File: config.mk
export PLATFORM = sky130hd
export DESIGN_NAME = burst_compare_engine
export DESIGN_NICKNAME = d
export VERILOG_FILES = /design/src/rtl/rtl_settings_pkg.sv /design/src/rtl/cmp_desc_fifo.sv /design/src/rtl/burst_compare_engine.sv
export SDC_FILE = /design/constraint.sdc
export NUM_CORES = 2
export LEC_CHECK = 0
export ABC_AREA = 1
export CORE_ASPECT_RATIO = 0.9
export CORE_MARGIN = 10
export CORE_UTILIZATION = 40
export CTS_CLUSTER_SIZE = 20
export DETAILED_ROUTE_END_ITERATION = 16
export PLACE_DENSITY = 0.59
export SLEW_MARGIN = 0
export SYNTH_ARGS = -nofsm -noshare
export SYNTH_HDL_FRONTEND = slang
export SYNTH_SLANG_ARGS = --single-unit
File: constraint.sdc
create_clock -name clk_i -period 10.6 [get_ports clk_i]
set_clock_uncertainty 0.15 [all_clocks]
set_input_delay 1.59 -clock clk_i [delete_from_list [all_inputs] [get_ports clk_i]]
set_output_delay 1.59 -clock clk_i [all_outputs]
set_load 0.005 [all_outputs]
File: src/rtl/rtl_settings_pkg.sv
// Shared types and constants for the burst compare engine.
//   cmp_mode_t     : expected-pattern generator mode
//   cmp_desc_t     : one queued read descriptor
//   CMP_*          : descriptor field widths; the engine's DATA_W/ADDR_W/BURST_W
//                    parameters must match these
//   expand_byteen  : widen a byte-enable vector to a bit mask
package rtl_settings_pkg;

  localparam int unsigned CMP_DATA_W  = 128;
  localparam int unsigned CMP_ADDR_W  = 32;
  localparam int unsigned CMP_BURST_W = 8;
  localparam int unsigned CMP_LANES   = CMP_DATA_W / 32;
  localparam int unsigned CMP_BYTES   = CMP_DATA_W / 8;

  typedef enum logic [1:0] {
    CMP_FIXED = 2'd0,
    CMP_INCR  = 2'd1,
    CMP_ADDR  = 2'd2,
    CMP_ALT   = 2'd3
  } cmp_mode_t;

  typedef struct packed {
    logic [CMP_ADDR_W-1:0]  addr;
    logic [CMP_BURST_W-1:0] burst;
    logic [CMP_BYTES-1:0]   byteen;
    cmp_mode_t              mode;
    logic [31:0]            pattern;
  } cmp_desc_t;

  function automatic logic [CMP_DATA_W-1:0] expand_byteen(input logic [CMP_BYTES-1:0] be);
    logic [CMP_DATA_W-1:0] m;
    m = '0;
    for (int i = 0; i < CMP_BYTES; i++) begin
      m[8*i +: 8] = {8{be[i]}};
    end
    return m;
  endfunction

endpackage

File: src/rtl/cmp_desc_fifo.sv
// Synchronous descriptor FIFO for the burst compare engine.
//   clk, rst   : clock, synchronous active-high reset
//   flush      : synchronous empty (same effect as reset on the pointers)
//   push/pop   : enqueue push_desc / drop head; caller guarantees no push when full
//   head       : oldest entry, valid while !empty
//   full/empty : registered-pointer status, so they change only after a clock edge
module cmp_desc_fifo
  import rtl_settings_pkg::*;
#(
  parameter int unsigned DEPTH = 8
) (
  input  logic      clk,
  input  logic      rst,
  input  logic      flush,
  input  logic      push,
  input  cmp_desc_t push_desc,
  input  logic      pop,
  output cmp_desc_t head,
  output logic      full,
  output logic      empty
);

  localparam int unsigned PTR_W = $clog2(DEPTH);
  localparam logic [PTR_W:0] PTR_ONE = 1;

  // Pointers carry one extra wrap bit to tell full from empty.
  logic [PTR_W:0] wr_ptr;
  logic [PTR_W:0] rd_ptr;
  cmp_desc_t      mem [DEPTH];

  always_ff @(posedge clk) begin
    if (rst || flush) begin
      wr_ptr <= '0;
      rd_ptr <= '0;
    end else begin
      if (push) wr_ptr <= wr_ptr + PTR_ONE;
      if (pop)  rd_ptr <= rd_ptr + PTR_ONE;
    end
  end

  always_ff @(posedge clk) begin
    if (push) mem[wr_ptr[PTR_W-1:0]] <= push_desc;
  end

  assign head  = mem[rd_ptr[PTR_W-1:0]];
  assign empty = (wr_ptr == rd_ptr);
  assign full  = (wr_ptr[PTR_W] != rd_ptr[PTR_W]) &&
                 (wr_ptr[PTR_W-1:0] == rd_ptr[PTR_W-1:0]);

endmodule

File: src/rtl/burst_compare_engine.sv
// Burst read-data compare engine.
// Queues read descriptors and checks every returned beat against a locally
// generated pattern (FIXED / INCR / ADDR / ALT), masked by byte enables.
//   clk_i, rst_i           : clock, synchronous active-high reset
//   test_start_i           : one-cycle flush-and-clear
//   cmp_valid_i/ready_o    : descriptor handshake (addr, burst, byteen, mode, pattern)
//   readdatavalid_i/data_i : returned read beats
//   busy_o                 : descriptors queued or a beat in the compare stage
//   err_o, unexpected_o    : sticky error / beat-with-empty-queue flags
//   err_cnt_o              : saturating count of failing beats
//   err_addr/exp/rd_o      : capture of the first failing beat
// Optional build macro CMP_BYTE_STATS_EN adds err_bytes_o, a sticky OR of the
// mismatching byte lanes.
// Pipeline: beat + expected data register on arrival, the mismatch decision
// registers into the result outputs on the following edge.
module burst_compare_engine
  import rtl_settings_pkg::*;
#(
  parameter int unsigned DATA_W      = CMP_DATA_W,
  parameter int unsigned ADDR_W      = CMP_ADDR_W,
  parameter int unsigned BURST_W     = CMP_BURST_W,
  parameter int unsigned QUEUE_DEPTH = 8,
  parameter int unsigned ERR_CNT_W   = 16
) (
  input  logic                  clk_i,
  input  logic                  rst_i,
  input  logic                  test_start_i,
  input  logic                  cmp_valid_i,
  output logic                  cmp_ready_o,
  input  logic [ADDR_W-1:0]     cmp_addr_i,
  input  logic [BURST_W-1:0]    cmp_burst_i,
  input  logic [DATA_W/8-1:0]   cmp_byteen_i,
  input  logic [1:0]            cmp_mode_i,
  input  logic [31:0]           cmp_pattern_i,
  input  logic                  readdatavalid_i,
  input  logic [DATA_W-1:0]     readdata_i,
  output logic                  busy_o,
  output logic                  err_o,
  output logic                  unexpected_o,
  output logic [ERR_CNT_W-1:0]  err_cnt_o,
  output logic [ADDR_W-1:0]     err_addr_o,
  output logic [DATA_W-1:0]     err_exp_o,
  output logic [DATA_W-1:0]     err_rd_o
`ifdef CMP_BYTE_STATS_EN
  ,
  output logic [DATA_W/8-1:0]   err_bytes_o
`endif
);

  localparam int unsigned LANES = DATA_W / 32;
  localparam int unsigned BYTES = DATA_W / 8;
  localparam logic [BURST_W-1:0]   BURST_ONE = 1;
  localparam logic [ERR_CNT_W-1:0] CNT_ONE   = 1;

  cmp_desc_t push_desc;
  cmp_desc_t head;
  logic      q_full;
  logic      q_empty;
  logic      push;
  logic      pop;

  logic [BURST_W-1:0] beat_cnt;
  logic               beat_hit;
  logic               last_beat;
  logic [DATA_W-1:0]  exp_data;
  logic [ADDR_W-1:0]  beat_addr;

  logic               s1_valid;
  logic               s1_unexp;
  logic [ADDR_W-1:0]  s1_addr;
  logic [DATA_W-1:0]  s1_exp;
  logic [DATA_W-1:0]  s1_rd;
  logic [BYTES-1:0]   s1_byteen;

  logic [DATA_W-1:0]  diff;
  logic               err_hit;
  logic               err_beat;

  assign push_desc = '{addr:    cmp_addr_i,
                       burst:   cmp_burst_i,
                       byteen:  cmp_byteen_i,
                       mode:    cmp_mode_t'(cmp_mode_i),
                       pattern: cmp_pattern_i};

  // test_start_i wins over anything arriving in the same cycle.
  assign push = cmp_valid_i && cmp_ready_o && !test_start_i;

  cmp_desc_fifo #(
    .DEPTH (QUEUE_DEPTH)
  ) u_desc_fifo (
    .clk       (clk_i),
    .rst       (rst_i),
    .flush     (test_start_i),
    .push      (push),
    .push_desc (push_desc),
    .pop       (pop),
    .head      (head),
    .full      (q_full),
    .empty     (q_empty)
  );

  assign cmp_ready_o = !q_full;

  // A burst of 0 is one beat, which the <= 1 test covers together with burst 1.
  assign beat_hit  = readdatavalid_i && !test_start_i && !q_empty;
  assign last_beat = (head.burst <= BURST_ONE) || (beat_cnt == head.burst - BURST_ONE);
  assign pop       = beat_hit && last_beat;
  assign beat_addr = head.addr + ADDR_W'(beat_cnt) * ADDR_W'(BYTES);

  always_comb begin
    exp_data = '0;
    for (int k = 0; k < LANES; k++) begin
      case (head.mode)
        CMP_FIXED: exp_data[32*k +: 32] = head.pattern;
        CMP_INCR:  exp_data[32*k +: 32] = head.pattern + 32'(beat_cnt) * 32'(LANES) + 32'(k);
        CMP_ADDR:  exp_data[32*k +: 32] = 32'(head.addr) + 32'(beat_cnt) * 32'(BYTES) + 32'(4 * k);
        default:   exp_data[32*k +: 32] = beat_cnt[0] ? ~head.pattern : head.pattern;
      endcase
    end
  end

  // Compare stage. Beats with an empty queue still occupy the stage so they
  // can be counted, but their data is never captured.
  always_ff @(posedge clk_i) begin
    if (rst_i || test_start_i) begin
      beat_cnt  <= '0;
      s1_valid  <= 1'b0;
      s1_unexp  <= 1'b0;
      s1_addr   <= '0;
      s1_exp    <= '0;
      s1_rd     <= '0;
      s1_byteen <= '0;
    end else begin
      s1_valid <= readdatavalid_i;
      s1_unexp <= readdatavalid_i && q_empty;
      if (beat_hit) begin
        s1_addr   <= beat_addr;
        s1_exp    <= exp_data;
        s1_rd     <= readdata_i;
        s1_byteen <= head.byteen;
        beat_cnt  <= last_beat ? '0 : beat_cnt + BURST_ONE;
      end
    end
  end

  assign diff     = (s1_rd ^ s1_exp) & expand_byteen(s1_byteen);
  assign err_hit  = s1_valid && !s1_unexp && (|diff);
  assign err_beat = err_hit || (s1_valid && s1_unexp);
  assign busy_o   = !q_empty || s1_valid;

  always_ff @(posedge clk_i) begin
    if (rst_i || test_start_i) begin
      err_o        <= 1'b0;
      unexpected_o <= 1'b0;
      err_cnt_o    <= '0;
      err_addr_o   <= '0;
      err_exp_o    <= '0;
      err_rd_o     <= '0;
    end else if (err_beat) begin
      if (err_cnt_o != '1) err_cnt_o <= err_cnt_o + CNT_ONE;
      err_o <= 1'b1;
      if (s1_unexp) begin
        unexpected_o <= 1'b1;
      end else if (!err_o) begin
        err_addr_o <= s1_addr;
        err_exp_o  <= s1_exp;
        err_rd_o   <= s1_rd;
      end
    end
  end

`ifdef CMP_BYTE_STATS_EN
  logic [BYTES-1:0] byte_diff;

  always_comb begin
    byte_diff = '0;
    for (int i = 0; i < BYTES; i++) begin
      byte_diff[i] = |diff[8*i +: 8];
    end
  end

  always_ff @(posedge clk_i) begin
    if (rst_i || test_start_i) begin
      err_bytes_o <= '0;
    end else if (err_hit) begin
      err_bytes_o <= err_bytes_o | byte_diff;
    end
  end
`endif

endmodule

==> impl_results.md <==
* DR iter-0 viols at 5673
* Mapped Cells at 7123
* Nets at 7769
* First drt pass iteration count at 6
* Yosys reg bits at 1347
* Number of global-route vias before repair at 47.1k
* Port Buffers at 530
* Clock root buffer: clkbuf_16
* Initial Utilization at 40.4%
* RSZ-0062 raised after global routing: no
* CP Max Fanout at 60
* Synth Area in Simple Gates at 18.1%
* Max rail drop VDD at 0.161 mV
* Worst min path class: flip-flop to flip-flop
* Worst r2r dst: s1_exp[78]$_SDFFE_PP0P_
* Die Width at 432 um
* All-layer global routing usage at 26.8%
* Largest net degree at the start of global routing at 155
* Yosys warnings at 0
* Flop2flop setup slack at 3.71 ns
* Die ar. at 169000 um^2
* Antenna violations before repair at 25
* Main combinational cell family by area after synthesis: simple AND/OR/NAND/NOR gates
* Register area share after synthesis at 56.0%
* Synth Area in Adders at 0.680%
* Fmax achieved at 0.145 GHz
* Fraction of layout cells with a size suffix above 1 at 6.13%
* Min Tclk post-route at 6.89 ns
* Rel. slew slack at 11.1%
* Synth cell types at 57
* Worst slew pin tran at 1.32 ns
* Max-slew violations at 0
* First-pass GRT wire length at 336000 um
* Arrival @ worst endpoint at 7.39 ns
* Mux cell area share after synthesis at 0.0164%
* Chip height at 391 um
* Critical Path RT at 11.11 ns
* Synth async-reset ratio at 0%
* # clock sinks at 1347
* GPL Wtd Cong at 1.01
* CTS tree: yes
* Final setup vio count at 0
* Startpoint types: flip-flop
* Post-Syn Nets at 7378
* Hold Crit Depth at 2
* Io pins at 531
* Lkg Pwr at 27.5 nW
* Clk_lat worst skew at 0.80 ns
* Grt total ovfl at 0
* Post-DR wirelength/cell at 24.6 um
* R2r worst-path depth at 25
* Power Density at 154 nW/um^2
* H-tree Lvls at 4
* DRC errors left at 0
* Most frequent cells in the layout: nand2_1 (1152), nor2_1 (959), inv_1 (842)
* Max clock buf depth at 3
* Syn_area_per_cell at 8.57 um^2
* DR vias at 51.7k
* HPWL after DPL at 170000 um
* WHS Endpoint: err_addr_o[25]$_SDFFE_PP0P_
* Synth Area in Compound Gates at 14.6%
* Final setup TNS at 0 ns
* Core area at 151000 um^2
* Postcts setup bufs at 0
* Most frequent CP cell: nand2_1
* Final period utilization at 65.0%
* Routed WL at 236000 um
* Crit Path Category: flip-flop to flip-flop
* Non-Filler Instances at 9630
* Reg clk slew, reported paths at 0.06 ns
* Outcome: complete, no violations
* Cell row count at 135
* Synth Cell Area at 61100 um^2
* Placed Cells at 9351
* Max cap viols at 0
* Area grow syn2layout at 19.0%
* Final core occ at 48.1%
* Hold Vio Cnt, Final at 0
* Post-synthesis xor/xnor area fraction at 2.34%
* Slowest stage delay, CP at 0.79 ns
* Most common cell after layout, fill and taps aside: nand2_1
* Vias/cell at 5.37
* Slowest cell on crit path: dfxtp_4
* Top_reg_cell synth: edfxtp_1
* Worst Setup End Kind: flip-flop
* Cts hold-fix bufs at 0
* Gates resized, CTS repair at 0
* Final ANT Viol Nets at 0
* Post-synth EDFFs at 720
* Clock buffer count from CTS at 147
* Min-delay src: err_addr_o[25]$_SDFFE_PP0P_
==> power by group <==
part | internal (mW) | leakage [nW] | switching, mW | total [mW]
clock | 2.90 | 2.33 | 2.18 | 5.08
combinational | 0.184 | 13.6 | 0.407 | 0.591
sequential | 5.53 | 11.6 | 0.0265 | 5.55
total | 8.61 | 27.5 | 2.61 | 11.2
==> stage by stage <==
step	setup slack, ns	power [mW]	hold slack [ns]	instance area, um^2
after floorplan	1.70	5.94	0.290	61100
after global placement	4.02	6.24	0.281	67900
after detailed placement	3.91	6.24	0.286	67900
after CTS	3.87	11.3	0.295	72600
after global routing	3.17	11.6	0.305	72600
final	3.71	11.2	0.292	72700
==> area by class of cell <==
class | instances | area, um^2
Antenna cell | 13 | 32.5
Clock buffer | 192 | 4040
Clock inverter | 74 | 676
Fill cell | 14475 | 78500
Inverter | 895 | 3380
Multi-Input combinational cell | 4518 | 22000
Sequential cell | 1347 | 34200
Tap cell | 1986 | 2480
Timing Repair Buffer | 605 | 5910
==> worst max-delay path by stage <==
stage / slack, ns / cells past startpoint / end / startpoint
global route: 3.17 / 27 / s1_exp[86]$_SDFFE_PP0P_ / flip-flop
global placement: 4.02 / 25 / s1_exp[78]$_SDFFE_PP0P_ / flip-flop
detailed placement: 3.91 / 25 / s1_exp[78]$_SDFFE_PP0P_ / flip-flop
floorplan: 1.70 / 5 / u_desc_fifo.mem[6][0]$_DFFE_PP_ / test_start_i
CTS: 3.87 / 25 / s1_exp[78]$_SDFFE_PP0P_ / flip-flop
finish: 3.71 / 25 / s1_exp[78]$_SDFFE_PP0P_ / flip-flop
==> cells by family after synthesis <==
kind of cell | after synthesis
compound gates | 1654
xor+xnor | 163
fa+ha+maj | 32
buf+inv | 1258
flops | 1347
mux | 1
simple gates | 2668
==> critical path, delay by kind of cell, from the launching register on <==
| family | cells | cell delay, ns |
|---|---|---|
| simple gates | 15 | 2.71 |
| compound gates | 5 | 1.28 |
| flops | 1 | 0.79 |
| buf+inv | 4 | 1.32 |
| fa+ha+maj | 1 | 0.39 |
==> synthesized netlist by cell type, types with 4 or more instances <==
library cell | n | area share (%)
nand2_1 | 1153 | 7.1
nor2_1 | 968 | 5.9
inv_1 | 843 | 5.2
o21ai_0 | 836 | 6.9
edfxtp_1 | 720 | 35
dfxtp_1 | 627 | 21
a21oi_1 | 453 | 3.7
nand3_1 | 330 | 2.7
clkbuf_1 | 240 | 1.5
xor2_1 | 98 | 1.4
o21ai_1 | 91 | 0.75
o22ai_1 | 77 | 0.79
xnor2_1 | 65 | 0.93
nand4_1 | 62 | 0.64
buf_2 | 53 | 0.43
inv_2 | 47 | 0.29
a31oi_1 | 44 | 0.45
o211ai_1 | 42 | 0.52
nor2_2 | 37 | 0.38
o221ai_1 | 37 | 0.53
nor3_1 | 35 | 0.29
nand2_2 | 33 | 0.34
buf_4 | 32 | 0.39
ha_1 | 30 | 0.61
buf_6 | 21 | 0.39
buf_1 | 17 | 0.10
nor2_4 | 16 | 0.29
a41oi_1 | 15 | 0.22
nor4_1 | 14 | 0.14
o2111ai_1 | 12 | 0.17
a211oi_1 | 9 | 0.11
nand3b_1 | 8 | 0.098
a221oi_1 | 6 | 0.086
clkinv_1 | 5 | 0.031
o41ai_1 | 5 | 0.072
o21ai_2 | 4 | 0.057
or2_2 | 4 | 0.041
==> metal layers <==
metal / up-vias / routed length (um) / GRT usage, %
met2: 1954 / 104000 / 41.1
met3: 358 / 18300 / 5.14
met4: 10 / 9980 / 10.9
met5: - / 56 / 0
met1: 24821 / 104000 / 37.1
li1: 24530 / - / -
==> flip-flops by register name, indices dropped and copies added (netlist names), 8 cells and up, named ones only <==
signal           cells
s1_byteen           16
err_exp_o          126
err_cnt_o           16
u_desc_fifo.mem    720
s1_exp             126
s1_addr             32
err_rd_o           128
err_addr_o          32
s1_rd              128
beat_cnt             8
Note: power is estimated with default switching activity, not from simulation.
